File: config.mk
export PLATFORM = sky130hd
export DESIGN_NAME = forwarding_scoreboard
export DESIGN_NICKNAME = d
export VERILOG_FILES = /design/src/rtl/forwarding_scoreboard.sv
export SDC_FILE = /design/constraint.sdc
export NUM_CORES = 1
export LEC_CHECK = 0
export BUFFER_PORTS_ARGS = -buffer_cell sky130_fd_sc_hd__buf_2
export CAP_MARGIN = 20
export CORE_AREA = 2 2 154 156
export DETAILED_ROUTE_END_ITERATION = 10
export DIE_AREA = 0 0 156 158
export GPL_TIMING_DRIVEN = 0
export PLACE_DENSITY = 0.73
export SKIP_LAST_GASP = 1
export SYNTH_ARGS = -nofsm -noshare
export SYNTH_HDL_FRONTEND = slang
export SYNTH_SLANG_ARGS = --single-unit
File: constraint.sdc
create_clock -name clk -period 5.2 [get_ports clk]
set_clock_uncertainty 0.15 [all_clocks]
set_input_delay 0.52 -clock clk [delete_from_list [all_inputs] [get_ports clk]]
set_output_delay 0.52 -clock clk [all_outputs]
set_load 0.1 [all_outputs]
File: src/rtl/forwarding_scoreboard.sv
// Decode-to-execute operand bypass with a per-register in-flight write scoreboard.
// Stalls RAW/WAW hazards the writeback bus cannot cover and flags late results.
module forwarding_scoreboard #(
  parameter int DATA_WIDTH = 32,
  parameter int REG_COUNT  = 32,
  parameter int LAT_WIDTH  = 3,
  parameter int CNT_WIDTH  = 32,
  localparam int IDX_W     = $clog2(REG_COUNT)
) (
  input  logic                  clk,
  input  logic                  rst,
  input  logic                  issue_valid,
  output logic                  issue_ready,
  input  logic [IDX_W-1:0]      issue_rs1,
  input  logic [IDX_W-1:0]      issue_rs2,
  input  logic                  issue_rs1_used,
  input  logic                  issue_rs2_used,
  input  logic [DATA_WIDTH-1:0] issue_rs1_value,
  input  logic [DATA_WIDTH-1:0] issue_rs2_value,
  input  logic [IDX_W-1:0]      issue_rd,
  input  logic                  issue_rd_we,
  input  logic [LAT_WIDTH-1:0]  issue_latency,
  input  logic                  wb_valid,
  input  logic [IDX_W-1:0]      wb_rd,
  input  logic [DATA_WIDTH-1:0] wb_data,
  input  logic                  flush,
  output logic [DATA_WIDTH-1:0] rs1_value,
  output logic [DATA_WIDTH-1:0] rs2_value,
  output logic                  rs1_forwarded,
  output logic                  rs2_forwarded,
  output logic                  overrun_error,
  output logic [CNT_WIDTH-1:0]  stall_count
);

  logic [REG_COUNT-1:0] r_busy;
  logic [LAT_WIDTH-1:0] r_cnt [REG_COUNT];
  logic                 r_overrun;
  logic [CNT_WIDTH-1:0] r_stall_count;

  logic                 w_hit_rs1, w_hit_rs2, w_hit_rd;
  logic                 w_raw1, w_raw2, w_waw;
  logic                 w_alloc;
  logic [LAT_WIDTH-1:0] w_lat;
  logic [REG_COUNT-1:0] w_wb_dec;
  logic [REG_COUNT-1:0] w_cnt_zero;

  assign w_hit_rs1 = wb_valid && (wb_rd == issue_rs1) && (issue_rs1 != '0);
  assign w_hit_rs2 = wb_valid && (wb_rd == issue_rs2) && (issue_rs2 != '0);
  assign w_hit_rd  = wb_valid && (wb_rd == issue_rd)  && (issue_rd  != '0);

  assign rs1_forwarded = issue_rs1_used && w_hit_rs1;
  assign rs2_forwarded = issue_rs2_used && w_hit_rs2;
  assign rs1_value     = rs1_forwarded ? wb_data : issue_rs1_value;
  assign rs2_value     = rs2_forwarded ? wb_data : issue_rs2_value;

  // Register 0 is never marked busy, so busy lookups need no x0 guard.
  assign w_raw1 = issue_rs1_used && r_busy[issue_rs1] && !w_hit_rs1;
  assign w_raw2 = issue_rs2_used && r_busy[issue_rs2] && !w_hit_rs2;
  assign w_waw  = issue_rd_we && (issue_rd != '0) && r_busy[issue_rd] && !w_hit_rd;

  assign issue_ready = !(w_raw1 || w_raw2 || w_waw) && !flush;
  assign w_alloc     = issue_valid && issue_ready && issue_rd_we && (issue_rd != '0);
  assign w_lat       = (issue_latency == '0) ? LAT_WIDTH'(1) : issue_latency;

  always_comb begin
    w_wb_dec   = '0;
    w_cnt_zero = '0;
    for (int r = 1; r < REG_COUNT; r++) begin
      w_wb_dec[r]   = wb_valid && (wb_rd == IDX_W'(r));
      w_cnt_zero[r] = (r_cnt[r] == '0);
    end
  end

  // NOTE: the counter array is small, so it is reset along with the busy
  // bits; this keeps cnt well defined for every register out of reset.
  always_ff @(posedge clk or posedge rst) begin
    if (rst) begin
      r_busy <= '0;
      for (int r = 0; r < REG_COUNT; r++) r_cnt[r] <= '0;
    end else begin
      for (int r = 1; r < REG_COUNT; r++) begin
        if (flush) begin
          r_busy[r] <= 1'b0;
          r_cnt[r]  <= '0;
        end else if (w_alloc && (issue_rd == IDX_W'(r))) begin
          // A new issue to r beats a same-cycle writeback of the old value.
          r_busy[r] <= 1'b1;
          r_cnt[r]  <= w_lat;
        end else if (r_busy[r]) begin
          if (w_wb_dec[r]) begin
            r_busy[r] <= 1'b0;
            r_cnt[r]  <= '0;
          end else if (!w_cnt_zero[r]) begin
            r_cnt[r] <= r_cnt[r] - LAT_WIDTH'(1);
          end
        end
      end
    end
  end

  // NOTE: sequential state uses non-blocking assignments so every register
  // samples the pre-edge values, independent of statement order.
  always_ff @(posedge clk or posedge rst) begin
    if (rst) begin
      r_overrun     <= 1'b0;
      r_stall_count <= '0;
    end else begin
      if (|(r_busy & w_cnt_zero & ~w_wb_dec)) r_overrun <= 1'b1;
      if (issue_valid && !issue_ready && !(&r_stall_count))
        r_stall_count <= r_stall_count + CNT_WIDTH'(1);
    end
  end

  assign overrun_error = r_overrun;
  assign stall_count   = r_stall_count;

endmodule

==> metrics.md <==
| Metric | Value |
|---|---|
| Gr ovfl total | 0 |
| PwrDens | 258 nW/um^2 |
| Starting density of the core | 49.0% |
| #FFs+latches synth | 157 |
| Syn Area/Cell | 8.61 um^2 |
| CTS clk-pin slew, worst paths | roughly 0.09 ns |
| Yosys warning count | 1 |
| # hold bufs at CTS | 1 |
| Placeable Area | roughly 23000 um^2 |
| Crit path kind | reg -> out |
| Share of cells above drive strength 1 | 23.7% |
| RSZ-0062 raised after global routing | false |
| Status | finished clean |
| Synth Instances | between 1000 and 1500 |
| Reg2reg path depth | 9 |
| Worst R2R Setup Slack | 1.83 ns |
| Root Buffer | clkbuf_16 |
| RePlAce Congestion | 0.989 |
| Synthesized cell area | 11300 um^2 |
| CP top delay family | buffers and inverters |
| Area delta synth->final | 19.2% |
| # clock sinks | 157 |
| Crit-path cells | mux2_1, mux4_2, o221a_1, nand4_1, nand4b_4, inv_2, buf_2, buf_2, buf_2 |
| Crit. Startpoint | r_busy[15] |
| Final HPWL DP | 32700 um |
| Die Y | 158 um |
| Routed via count | 11535 |
| CP max stage delay | 0.49 ns |
| Tcrit/Tclk final | 83.2% |
| Crit-path slowest cell | mux4_2 |
| Rel. slew slack | 34.4% |
| Die W | 156 um |
| CTS Buffer Depth | 2 |
| R2R Path Start | r_busy[15] |
| WP depth | 9 |
| Htree depth | 4 |
| Worst slew pin tran | 0.974 ns |
| CP Capture Point | issue_ready |
| Core Util, Final | between 50% and 60% |
| Critical Path End Type | primary output |
| I/O Buffers | 222 |
| Worst hold margin | 0.337 ns |
| Commonest non-fill, non-tap cells in the layout | buf_2 (240), nand2_1 (213), dfrtp_1 (157) |
| Worst Path Buf+Inv | 4 |
| Slew Limit Fails | 0 |
| CTS Buf Count | 17 |
| Critical R2R Capture | r_cnt[71] |
| Routed Antenna Nets | 0 |
| CTS tree | yes |
| # Max-Cap Violations | 0 |
| Syn nets | 1502 |
| Most common cell after layout, fill and taps aside | buf_2 |
| Final min period | 4.33 ns |
| CP most frequent cell | buf_2 |
| Final Setup Violations | 0 |
| Post-synthesis sequential area ratio | 34.8% |
| CP Data Required Time | 4.53 ns |
| Synth cell types | 62 |
| Via density | 6.19 |
| Clk_lat worst skew | roughly 0.45 ns |
| Asr flop ratio synth | 100% |
| Post CTS Setup Buffer Count | 0 |
| Final wirelength | roughly 42000 um |
| Synth Flop Type | dfrtp_1 |
| First-pass GRT wire length | 62800 um |
| Leak | 6.32 nW |
| Routed WL per cell | 22.7 um |
| Maximum fanout along the worst path | 10 |
| DRC | 0 |
| Peak supply drop | 0.465 mV |
| Largest net degree at the start of global routing | 119 |
| Fill count | 2112 |
| Die ar. | 24600 um^2 |
| DR pass1 iterations | 6 |
| IO Count | 227 |
| Max Clock Freq | 231 MHz |
| EDFF count, synth | 0 |
| Hold crit path type | reg -> reg |
| Vias in the first global route | around 11000 |
| Hold Crit Start | stall_count[26] |
| Rows | 56 |
| Antenna violations before repair | 3 |
| Final net count | about 1700 |
| Crit path DAT | ~3.7 ns |
| Post-cts sizing count | 0 |
| Total GRT Usage | around 34% |
| Fin. Hold Viols | 0 |
| Initial DRC Count | 1242 |
| Type of origin of the critical path | flop |
==> state kept, by name, summed over array words and instances, names as in the netlist <==
register	count
stall_count	32
r_cnt	93
r_busy	31
overrun_error	1
==> metrics by stage <==
step                      cell area (um^2)  std cells  total power [mW]  worst slack (ns)  setup TNS [ns]
after floorplan                      11300       1312              1.92             0.295               0
after global placement               12800       1824              2.15             -1.64         -254.46
after detailed placement             12800       1827              2.16              1.04               0
after CTS                            13500       1860              3.46             0.941               0
after global routing                 13500       1862              3.57             0.813               0
final                                13500       1863              3.47             0.874               0
==> Yosys cell counts (3+ instances only) <==
cell      count  share of area [%]
nand3b_1      3               0.20
nor4b_1       3               0.23
nand4_1      28                1.6
nor3_1       48                2.1
mux4_2       14                2.8
xnor2_1      14                1.1
and3_1        9               0.50
xor2_1       31                2.4
or2_2         7               0.39
a311oi_1      7               0.54
a21boi_0     15                1.0
nor2_1      105                3.5
ha_1         63                7.0
mux2i_1      24                2.1
inv_1       104                3.5
nor4_1       28                1.6
o221ai_1      9               0.70
or3_1        21                1.2
a31oi_1       3               0.17
mux2_2       65                6.5
or4_1         8               0.53
buf_2        16               0.71
nand2_1     213                7.1
nand3_1      67                3.0
a211oi_1     11               0.73
clkbuf_1     39                1.3
a221o_1      48                4.3
nand2b_1      5               0.28
nor2b_1      16               0.89
dfrtp_1     157                 35
o21ai_0      13               0.58
a21oi_1      75                3.3
buf_1         4               0.13
and4_1        4               0.31
==> power breakdown <==
group | internal, mW | switching [mW] | total [mW]
Clock | 0.665 | 0.652 | 1.32
Sequential | 1.25 | 0.0375 | 1.28
Combinational | 0.169 | 0.699 | 0.868
==> layer usage <==
metal	global-route usage [%]	wire, um	up-vias
met4	24.6	3360	0
met3	7.47	3770	161
met1	40.0	15900	5489
li1	-	-	5195
met5	0	0	-
met2	54.8	19200	690
==> area by class of cell <==
| type | instances | area (um^2) | area share [%] |
|---|---|---|---|
| antenna | 3 | 7.51 | 0.0558 |
| clock buffer | 17 | 425 | 3.16 |
| inverter | 105 | 402 | 2.98 |
| buffer | 62 | 272 | 2.02 |
| timing repair buffer | 226 | 1160 | 8.61 |
| clock inverter | 15 | 204 | 1.52 |
| sequential | 157 | 3930 | 29.2 |
| multi-input combinational | 988 | 6700 | 49.8 |
| tap | 290 | 363 | 2.70 |
==> cell families (layout without fill, tap and decap cells) <==
logic type	after synthesis	count (layout)	share of synthesized area, %
AO/OA/AOI/OAI	197	197	12.7
multiplexers	107	107	11.9
adder cells (fa/ha/maj)	63	63	6.98
buffers and inverters	167	425	5.89
XOR/XNOR	45	45	3.49
flip-flops	157	157	34.8
other	0	3	0
AND/OR/NAND/NOR	576	576	24.3
==> worst min-delay path by stage <==
stage | cells past startpoint | end
floorplan | 1 | r_cnt[10]
global placement | 1 | stall_count[12]
detailed placement | 1 | stall_count[6]
CTS | 1 | stall_count[6]
global route | 1 | stall_count[6]
finish | 1 | stall_count[26]
(Power assumes the default switching activity.)
